## config.mk

```make
export PLATFORM = sky130hd
export DESIGN_NAME = seg_value_display
export DESIGN_NICKNAME = d
export VERILOG_FILES = /design/src/rtl/seg_disp_pkg.sv /design/src/rtl/bcd_dabble_seq.sv /design/src/rtl/seg_value_display.sv
export SDC_FILE = /design/constraint.sdc
export NUM_CORES = 1
export LEC_CHECK = 0
export BUFFER_PORTS_ARGS = -buffer_cell sky130_fd_sc_hd__buf_4
export CAP_MARGIN = 40
export CORE_UTILIZATION = 30
export CTS_CLUSTER_DIAMETER = 100
export CTS_CLUSTER_SIZE = 25
export DETAILED_ROUTE_END_ITERATION = 10
export PLACE_DENSITY = 0.43
export SETUP_SLACK_MARGIN = 0.02
export SYNTH_ARGS = -nofsm -noshare
export SYNTH_HDL_FRONTEND = slang
export SYNTH_SLANG_ARGS = --single-unit
```

## constraint.sdc

```tcl
create_clock -name clk_i -period 2.8 [get_ports clk_i]
set_clock_uncertainty 0.15 [all_clocks]
set_input_delay 0.42 -clock clk_i [delete_from_list [all_inputs] [get_ports clk_i]]
set_output_delay 0.42 -clock clk_i [all_outputs]
set_load 0.03 [all_outputs]
```

## src/rtl/seg_disp_pkg.sv

```systemverilog
// Shared types, constants and helpers for the seven-segment value display.
package seg_disp_pkg;

    typedef enum logic [1:0] {
        ST_IDLE    = 2'd0,
        ST_CONVERT = 2'd1,
        ST_SHOW    = 2'd2
    } state_e;

    localparam logic [6:0] SEG_BLANK = 7'h7F;

    // BCD digit to active-low segments, bit order {g,f,e,d,c,b,a}
    function automatic logic [6:0] seg7_enc(input logic [3:0] bcd);
        logic [6:0] seg;
        case (bcd)
            4'd0:    seg = 7'b1000000;
            4'd1:    seg = 7'b1111001;
            4'd2:    seg = 7'b0100100;
            4'd3:    seg = 7'b0110000;
            4'd4:    seg = 7'b0011001;
            4'd5:    seg = 7'b0010010;
            4'd6:    seg = 7'b0000010;
            4'd7:    seg = 7'b1111000;
            4'd8:    seg = 7'b0000000;
            4'd9:    seg = 7'b0010000;
            default: seg = SEG_BLANK;
        endcase
        return seg;
    endfunction

    // True when DIGITS decimal digits can hold every VAL_W-bit value
    function automatic bit digits_ok(input int val_w, input int digits);
        longint unsigned lim;
        longint unsigned max_val;
        lim = 64'd1;
        for (int i = 0; i < digits; i++) begin
            lim = lim * 64'd10;
        end
        max_val = (64'd1 << val_w) - 64'd1;
        return lim > max_val;
    endfunction

endpackage

```

## src/rtl/bcd_dabble_seq.sv

```systemverilog
// Sequential binary-to-BCD converter, one shift-add-3 step per clock.
// The first shift happens on the start edge itself (the BCD register is zero
// then, so no correction is needed), which puts the result out after VAL_W-1
// further edges; done_o is high in the cycle the final result is valid.
module bcd_dabble_seq #(
    parameter int VAL_W  = 7,
    parameter int DIGITS = 3
) (
    input  logic                  clk_i,
    input  logic                  rst_i,
    input  logic                  start_i,
    input  logic [VAL_W-1:0]      value_i,
    output logic                  busy_o,
    output logic                  done_o,
    output logic [DIGITS*4-1:0]   bcd_o
);

    localparam int CNT_W = $clog2(VAL_W + 1);

    logic [VAL_W-1:0]    bin_r;
    logic [DIGITS*4-1:0] bcd_r;
    logic [CNT_W-1:0]    cnt_r;
    logic                busy_r;
    logic [DIGITS*4-1:0] adj_s;

    // Add-3 correction of every nibble that is 5 or more before the shift
    always_comb begin
        adj_s = bcd_r;
        for (int k = 0; k < DIGITS; k++) begin
            if (bcd_r[4*k +: 4] >= 4'd5) begin
                adj_s[4*k +: 4] = bcd_r[4*k +: 4] + 4'd3;
            end else begin
                adj_s[4*k +: 4] = bcd_r[4*k +: 4];
            end
        end
    end

    // Shift register and step counter; a start always reloads, even mid-run
    always_ff @(posedge clk_i or posedge rst_i) begin
        if (rst_i) begin
            bin_r  <= '0;
            bcd_r  <= '0;
            cnt_r  <= '0;
            busy_r <= 1'b0;
        end else if (start_i) begin
            bcd_r  <= {{(DIGITS*4-1){1'b0}}, value_i[VAL_W-1]};
            bin_r  <= value_i << 1;
            cnt_r  <= CNT_W'(VAL_W - 1);
            busy_r <= 1'b1;
        end else if (busy_r) begin
            if (cnt_r != '0) begin
                {bcd_r, bin_r} <= {adj_s, bin_r} << 1;
                cnt_r          <= cnt_r - 1'b1;
            end else begin
                busy_r <= 1'b0;
            end
        end
    end

    assign busy_o = busy_r;
    assign done_o = busy_r && (cnt_r == '0);
    assign bcd_o  = bcd_r;

endmodule

```

## src/rtl/seg_value_display.sv

```systemverilog
// Clocked decimal readout: captures a strobed binary value, converts it to
// BCD, and drives active-low seven-segment digits with optional leading-zero
// blanking and an auto-blank hold timer.
module seg_value_display
    import seg_disp_pkg::*;
#(
    parameter int VAL_W       = 7,
    parameter int DIGITS      = 3,
    parameter int LZ_BLANK    = 1,
    parameter int HOLD_CYCLES = 50000000
) (
    input  logic                  clk_i,
    input  logic                  rst_i,
    input  logic [VAL_W-1:0]      value_i,
    input  logic                  value_valid_i,
    output logic [DIGITS*7-1:0]   seg_o,
    output logic                  busy_o,
    output logic                  active_o,
    output logic                  done_o
);

    localparam int HOLD_W = (HOLD_CYCLES > 0) ? $clog2(HOLD_CYCLES + 1) : 1;
    localparam logic [HOLD_W-1:0] HOLD_LOAD = HOLD_W'(HOLD_CYCLES);

    if (!digits_ok(VAL_W, DIGITS)) begin : g_bad_digits
        $error("seg_value_display: DIGITS cannot represent every VAL_W-bit value");
    end

    state_e              state_r;
    logic                pend_full_r;
    logic [VAL_W-1:0]    pend_val_r;
    logic [HOLD_W-1:0]   hold_r;
    logic [DIGITS*7-1:0] seg_r;
    logic                done_r;
    logic                active_r;

    logic                conv_start_s;
    logic [VAL_W-1:0]    conv_val_s;
    logic                conv_busy_s;
    logic                conv_done_s;
    logic [DIGITS*4-1:0] conv_bcd_s;
    logic [DIGITS*7-1:0] seg_next_s;
    logic                lead_s;

    bcd_dabble_seq #(
        .VAL_W  (VAL_W),
        .DIGITS (DIGITS)
    ) u_dabble (
        .clk_i   (clk_i),
        .rst_i   (rst_i),
        .start_i (conv_start_s),
        .value_i (conv_val_s),
        .busy_o  (conv_busy_s),
        .done_o  (conv_done_s),
        .bcd_o   (conv_bcd_s)
    );

    // Choose when to (re)start the converter and which value it takes
    always_comb begin
        conv_start_s = 1'b0;
        conv_val_s   = value_i;
        case (state_r)
            ST_IDLE, ST_SHOW: begin
                if (value_valid_i) begin
                    conv_start_s = 1'b1;
                end else begin
                    conv_start_s = 1'b0;
                end
            end
            ST_CONVERT: begin
                if (conv_done_s && pend_full_r) begin
                    conv_start_s = 1'b1;
                    conv_val_s   = pend_val_r;
                end else if (conv_done_s && value_valid_i) begin
                    conv_start_s = 1'b1;
                end else begin
                    conv_start_s = 1'b0;
                end
            end
            default: begin
                conv_start_s = 1'b0;
            end
        endcase
    end

    // Encode the finished BCD, blanking zeros above the most significant nonzero digit
    always_comb begin
        seg_next_s = '0;
        lead_s     = 1'b1;
        for (int k = DIGITS - 1; k >= 0; k--) begin
            if ((LZ_BLANK != 0) && (k != 0) && lead_s && (conv_bcd_s[4*k +: 4] == 4'd0)) begin
                seg_next_s[7*k +: 7] = SEG_BLANK;
            end else begin
                seg_next_s[7*k +: 7] = seg7_enc(conv_bcd_s[4*k +: 4]);
                lead_s               = 1'b0;
            end
        end
    end

    // Control FSM, pending slot, hold timer and registered display outputs
    always_ff @(posedge clk_i or posedge rst_i) begin
        if (rst_i) begin
            state_r     <= ST_IDLE;
            pend_full_r <= 1'b0;
            pend_val_r  <= '0;
            hold_r      <= '0;
            seg_r       <= {DIGITS{SEG_BLANK}};
            done_r      <= 1'b0;
            active_r    <= 1'b0;
        end else begin
            done_r <= 1'b0;
            case (state_r)
                ST_IDLE: begin
                    if (value_valid_i) begin
                        state_r <= ST_CONVERT;
                    end
                end
                ST_SHOW: begin
                    // A strobe on the timeout cycle wins over blanking
                    if (value_valid_i) begin
                        state_r <= ST_CONVERT;
                    end else if (hold_r == HOLD_W'(1)) begin
                        state_r  <= ST_IDLE;
                        seg_r    <= {DIGITS{SEG_BLANK}};
                        active_r <= 1'b0;
                        hold_r   <= '0;
                    end else if (hold_r != '0) begin
                        hold_r <= hold_r - 1'b1;
                    end
                end
                ST_CONVERT: begin
                    if (conv_done_s) begin
                        seg_r    <= seg_next_s;
                        done_r   <= 1'b1;
                        active_r <= 1'b1;
                        hold_r   <= HOLD_LOAD;
                        if (pend_full_r) begin
                            // Pending value restarts the converter; a same-cycle strobe refills the slot
                            pend_full_r <= value_valid_i;
                            pend_val_r  <= value_i;
                        end else if (!value_valid_i) begin
                            state_r <= ST_SHOW;
                        end
                    end else if (value_valid_i) begin
                        pend_full_r <= 1'b1;
                        pend_val_r  <= value_i;
                    end
                end
                default: begin
                    state_r <= ST_IDLE;
                end
            endcase
        end
    end

    assign seg_o    = seg_r;
    assign busy_o   = conv_busy_s;
    assign active_o = active_r;
    assign done_o   = done_r;

endmodule

```

==> summary.txt, run 1 <==
Status = complete, no violations
FILL cells = 1518
Share of layout cells above drive strength 1 = 23.7%
H-tree depth = 3
Antenna Cells = 0
Max Fclk = 0.368 GHz
Final Hold Vio Count = 0
Max-Cap Viols = 0
WL final = 11.2 mm
Sequential area share after synthesis = 43.9%
Worst-margin pin slew = 0.682 ns
DRT antenna net count = 0
Core Util, Final = 37.3%
Drt drc = 0
Most common cell after layout, fill and taps aside = buf_4
CP max stage cell = or4_4
Drt pass-1 iters = 4
Top Ports = 34
Crit Path Max Fanout = 13
Synth area leaders = dfrtp_1 (32%), dfstp_2 (12%), ha_1 (6.4%), o21ai_0 (5.6%), a21oi_1 (5.2%)
Cell Area, Synth = 4680 um^2
Final std cells w/o fill = 749
Die Y = 127 um
Clock latency on the worst-skew pair = 0.35 ns
Minimum clock period = 2.72 ns
Root Driver = clkbuf_16
Cell variety after synth = 57
Crit end category = flip-flop
Setup Viol. Count Final = 0
CTS Hold Bufs = 0
Final period util = 97.0%
Post-DP HPWL = 7.38 mm
Initial core utilization = 30.8%
Routability cong. = 0.750
Die width = 127 um
Top-area cell type share of the netlist area = 32.1%
Rel. slew slack = 54.5%
RSZ-0062 raised after global routing = yes
Seq cells post-synth = 81
Startpoint types = flip-flop
Nets = 590
Syn Inst Count = 504
Row Count = 45
Initial antenna violation count = 0
CTS Sinks = 81
Synth area leader = dfrtp_1
CTS tree = yes
Via count = 3807
P_leak = 2.41 nW
Synth Net Count = 538
Most common cell on crit path = or4_4
Post-synthesis async set-or-reset flop share = 100%
Slowest cell delay on critical path = 0.55 ns
CTS max path bufs = 2
Syn Area/Cell = 9.28 um^2
Core ar. = 15200 um^2
Cts bufs inserted = 9
DIE AREA = 16100 um^2
Drt via density = 5.08
GR Util All Layers = 14.8%
Final Max Slew Viols = 0
Area growth syn-to-layout = 21.3%
Peak supply drop = 0.420 mV
Port Buf Inserts = 33
Iteration-0 DRC Markers = 218
Worst flop-to-flop path startpoint = hold_r[17]$_DFFE_PP0P_
Worst EP arrival = 2.79 ns
Top_reg_cell synth = dfrtp_1
HP Class = input pin to async pin
Crit Path Category = flip-flop to flip-flop
CP Cell Sequence = or4_4 > or4_4 > or3_4 > o211ai_4 > or2_4 > o21ai_0
PwrDens = 1210 nW/um^2
Worst EP required = 2.87 ns
Placed cell area = 5280 um^2
Cell area after layout = 5670 um^2
R2r setup slk = 0.08 ns
Worst-path clk slew = 0.06 ns
First-pass GRT wire length = 18.9 mm
WL/cell = 15.0 um
Post-route setup TNS = 0 ns
Critical Path Start = hold_r[17]$_DFFE_PP0P_
Number of synthesized flops with an enable pin = 0
Commonest cells after routing, fill and taps aside = buf_4 (62), dfrtp_1 (60), o21ai_0 (50)
Gr ovfl total = 0
Largest net degree at the start of global routing = 38
Number of global-route vias before repair = 3679
Synth Warn # = 0
Cells after DPL = 730
-- worst max-delay path: cells and delay by family (launching register included) --
kind             cells  cell delay (ns)
flip-flops           1             0.37
AND/OR/NAND/NOR      4             1.69
AO/OA/AOI/OAI        2             0.37
-- where the power goes --
group	total, W	leakage, nW	internal (W)	switching, W
sequential	0.00217	0.931	0.00173	0.000433
clock	0.00112	0.137	0.000622	0.000494
combinational	0.00360	1.34	0.00160	0.00200
total	0.00688	2.41	0.00395	0.00293
-- final timing paths --
kind | cells after the start | endpoint
min in group clk_i | 2 | pend_val_r[4]$_DFFE_PP0P_
max | 6 | hold_r[6]$_DFFE_PP0P_
max reg2reg | 6 | hold_r[6]$_DFFE_PP0P_
min reg2reg | 1 | u_dabble.cnt_r[1]$_DFFE_PP0P_
min | 2 | u_dabble.bcd_o[4]$_DFFE_PP0P_
max in group asynchronous | 3 | seg_o[17]$_DFFE_PP1P_
-- area by class of cell --
type	count	area [um^2]	share of cell area, %
sequential	81	2050	36.2
timing repair buffer	68	578	10.2
clock inverter	5	31.3	0.551
inverter	24	91.3	1.61
tap	188	235	4.15
clock buffer	11	243	4.28
multi-input combinational	372	2440	43.0
-- cells in the mapped netlist, drive strengths merged (4+ instances only) --
| library cell | count |
|---|---|
| o211ai | 5 |
| nor2 | 48 |
| a31oi | 4 |
| o22a | 16 |
| a2bb2oi | 5 |
| clkbuf | 15 |
| a211oi | 13 |
| inv | 24 |
| o21ai | 53 |
| xnor2 | 4 |
| ha | 24 |
| mux2i | 7 |
| a21oi | 51 |
| o31ai | 8 |
| nand3b | 4 |
| buf | 12 |
| dfrtp | 60 |
| nor4 | 4 |
| nor3b | 4 |
| nand2b | 10 |
| nor3 | 15 |
| dfstp | 21 |
| o41ai | 4 |
| nand2 | 41 |
| and2 | 11 |
| mux2 | 9 |
-- registers in the layout, indices dropped and copies added (netlist names) --
register         flops
done_o               1
active_o             1
pend_full_r          1
pend_val_r           7
u_dabble.bcd_o      12
seg_o               21
u_dabble.busy_o      1
u_dabble.bin_r       6
hold_r              26
u_dabble.cnt_r       3
state_r              2
-- repair_timing --
action                                  in CTS  in global routing
setup buffers                                0                  0
cloned                                       0                  3
gates resized for setup                      1                 16
pin swaps                                    0                  3
endpoints found under the setup margin       1                 30
-- metrics by stage --
step                      hold WS (ns)  setup slack, ns  power [W]
after floorplan                  0.309           0.0363    0.00460
after global placement           0.320           0.0732    0.00555
after detailed placement         0.335           0.0369    0.00558
after CTS                       0.0360           0.0336    0.00674
after global routing            0.0719         0.000894    0.00748
final                           0.0103           0.0836    0.00688
-- logic make-up after synthesis --
| kind of cell | count (synthesis) | share of synthesized area [%] |
|---|---|---|
| AO/OA/AOI/OAI | 169 | 22.8 |
| XOR/XNOR | 5 | 0.936 |
| adder cells (fa/ha/maj) | 24 | 6.42 |
| buffers and inverters | 51 | 5.27 |
| flip-flops | 81 | 43.9 |
| multiplexers | 16 | 3.66 |
| AND/OR/NAND/NOR | 158 | 17.0 |
-- routing by layer --
metal / global-route usage [%] / vias up / routed length, um
met2: 21.8 / 61 / 4790
li1: - / 1909 / -
met5: 0 / - / 0
met3: 2.53 / 15 / 333
met1: 21.0 / 1822 / 5870
met4: 6.72 / 0 / 206
No activity file was read; power rests on OpenSTA's default activity.
==> inputs of run 2 (changes only) <==
--- a/config.mk
+++ b/config.mk
@@ -11,6 +11,7 @@
 export CTS_CLUSTER_DIAMETER = 100
 export CTS_CLUSTER_SIZE = 25
 export DETAILED_ROUTE_END_ITERATION = 10
+export HOLD_SLACK_MARGIN = 0.1
 export PLACE_DENSITY = 0.43
 export SETUP_SLACK_MARGIN = 0.02
 export SYNTH_ARGS = -nofsm -noshare
==> run 2 against run 1 <==
Hold slack improved by 0.15 ns; sequential share of layout area is 0.064 points lower; via count down 0.29%; non-clock buffer count rose by 1; sequential power hardly changed; die area unchanged; routed wire length grew 0.25%.
==> summary.txt, run 2 (same netlist as run 1, synthesis figures left out) <==
Status = complete, no violations
Via count = 3796
Post-route setup TNS = 0 ns
Gr ovfl total = 0
Max FFs per register = 26
Final Max Slew Viols = 0
Worst EP arrival = 2.84 ns
Initial core utilization = 30.8%
Initial antenna violation count = 0
Crit end category = flip-flop
Clock latency on the worst-skew pair = 0.35 ns
R2R cell count = 7
Worst hold stages = 2
H-tree depth = 3
Peak supply drop = 0.421 mV
WL/cell = 15.0 um
Worst-path clk slew = 0.06 ns
Share of layout cells above drive strength 1 = 23.7%
Rel. slew slack = 54.5%
CTS tree = yes
Biggest register = hold_r
Die width = 127 um
CTS max path bufs = 2
First-pass GRT wire length = 18.9 mm
Commonest cells after routing, fill and taps aside = buf_4 (62), dfrtp_1 (60), o21ai_0 (50)
Area growth syn-to-layout = 21.5%
P_leak = 2.42 nW
Final worst slack = 0.0862 ns
Worst flop-to-flop path startpoint = hold_r[17]$_DFFE_PP0P_
Routability cong. = 0.750
Largest net degree at the start of global routing = 38
DRT antenna net count = 0
Endpoint of the worst hold path = pend_val_r[4]$_DFFE_PP0P_
Iteration-0 DRC Markers = 230
Antenna Cells = 0
Top Ports = 34
Minimum clock period = 2.71 ns
Max-Cap Viols = 0
Final std cells w/o fill = 750
Worst-margin pin slew = 0.683 ns
Die Y = 127 um
Number of global-route vias before repair = 3682
DIE AREA = 16100 um^2
Pre-CTS WS = 0.0369 ns
Crit Path Category = flip-flop to flip-flop
PwrDens = 1210 nW/um^2
RSZ-0062 raised after global routing = yes
Worst EP required = 2.93 ns
Final Hold Vio Count = 0
Worst hold start = value_i[4]
Post-DP HPWL = 7.38 mm
Drt via density = 5.06
Setup Viol. Count Final = 0
Placed cell area = 5280 um^2
CTS Sinks = 81
HP Class = input pin to flip-flop
Startpoint types = flip-flop
Root Driver = clkbuf_16
Row Count = 45
Core ar. = 15200 um^2
Worst r2r dst = seg_o[8]$_DFFE_PP1P_
Port Buf Inserts = 33
Hold slack = 0.160 ns
R2r setup slk = 0.09 ns
Drt drc = 0
GR Util All Layers = 14.8%
Max Fclk = 0.368 GHz
Cts bufs inserted = 9
Final period util = 96.9%
Cell area after layout = 5680 um^2
Most common cell after layout, fill and taps aside = buf_4
Drt pass-1 iters = 4
Nets = 591
Crit Path Max Fanout = 8
Cells after DPL = 730
WL final = 11.2 mm
==> run 2: final cells by class <==
class,count,area (um^2)
Tap cell,188,235
Timing Repair Buffer,69,588
Multi-Input combinational cell,372,2440
Sequential cell,81,2050
Inverter,24,91.3
Fill cell,1518,9520
Clock inverter,5,31.3
Clock buffer,11,243
==> run 2: critical path, cell delays in order (launching register included) <==
cell	delay, ns
dfrtp_1	0.37
or4_4	0.55
or4_4	0.46
or3_4	0.45
a21oi_4	0.19
buf_12	0.17
o211ai_4	0.10
o22a_1	0.20
==> run 2: per-stage QoR <==
| step | util, % | power, W |
|---|---|---|
| finish | 37.4 | 0.00688 |
| global route | 37.4 | 0.00748 |
| CTS | 36.6 | 0.00674 |
| detailed placement | 34.7 | 0.00558 |
| global placement | 34.7 | 0.00555 |
| floorplan | - | 0.00460 |
==> run 2: repair_timing <==
item                                    in CTS  in global routing
endpoints found under the setup margin       1                 30
buffers inserted                             0                  0
resized for setup                            1                 16
hold buffers                                 1                  0
pin swaps                                    0                  3
hold endpoints to repair                    26                  0
gates cloned                                 0                  3
==> run 2: metal layers <==
metal | up-vias | share of wire, % | track usage [%]
met5 | - | 0 | 0
met4 | 0 | 1.8 | 6.72
met3 | 15 | 2.8 | 2.53
met2 | 54 | 43 | 21.8
met1 | 1817 | 53 | 21.0
li1 | 1910 | - | -
==> run 2: report_power, final <==
| group | total (W) | switching, W | leakage [nW] | internal [W] |
|---|---|---|---|---|
| Sequential | 0.00217 | 0.000433 | 0.931 | 0.00173 |
| Combinational | 0.00360 | 0.00200 | 1.35 | 0.00160 |
| Clock | 0.00112 | 0.000494 | 0.137 | 0.000622 |
| Total | 0.00688 | 0.00293 | 2.42 | 0.00395 |
==> run 2: how the worst max path moves through the flow <==
| stage | start | endpoint | slack, ns | cells past startpoint |
|---|---|---|---|---|
| CTS | hold_r[17]$_DFFE_PP0P_ | hold_r[10]$_DFFE_PP0P_ | 0.03 | 6 |
| floorplan | hold_r[17]$_DFFE_PP0P_ | seg_o[7]$_DFFE_PP1P_ | 0.04 | 7 |
| global route | hold_r[17]$_DFFE_PP0P_ | hold_r[11]$_DFFE_PP0P_ | 0.0009 | 7 |
| global placement | hold_r[17]$_DFFE_PP0P_ | seg_o[10]$_DFFE_PP1P_ | 0.07 | 7 |
| finish | hold_r[17]$_DFFE_PP0P_ | seg_o[8]$_DFFE_PP1P_ | 0.09 | 7 |
| detailed placement | hold_r[17]$_DFFE_PP0P_ | seg_o[8]$_DFFE_PP1P_ | 0.04 | 7 |
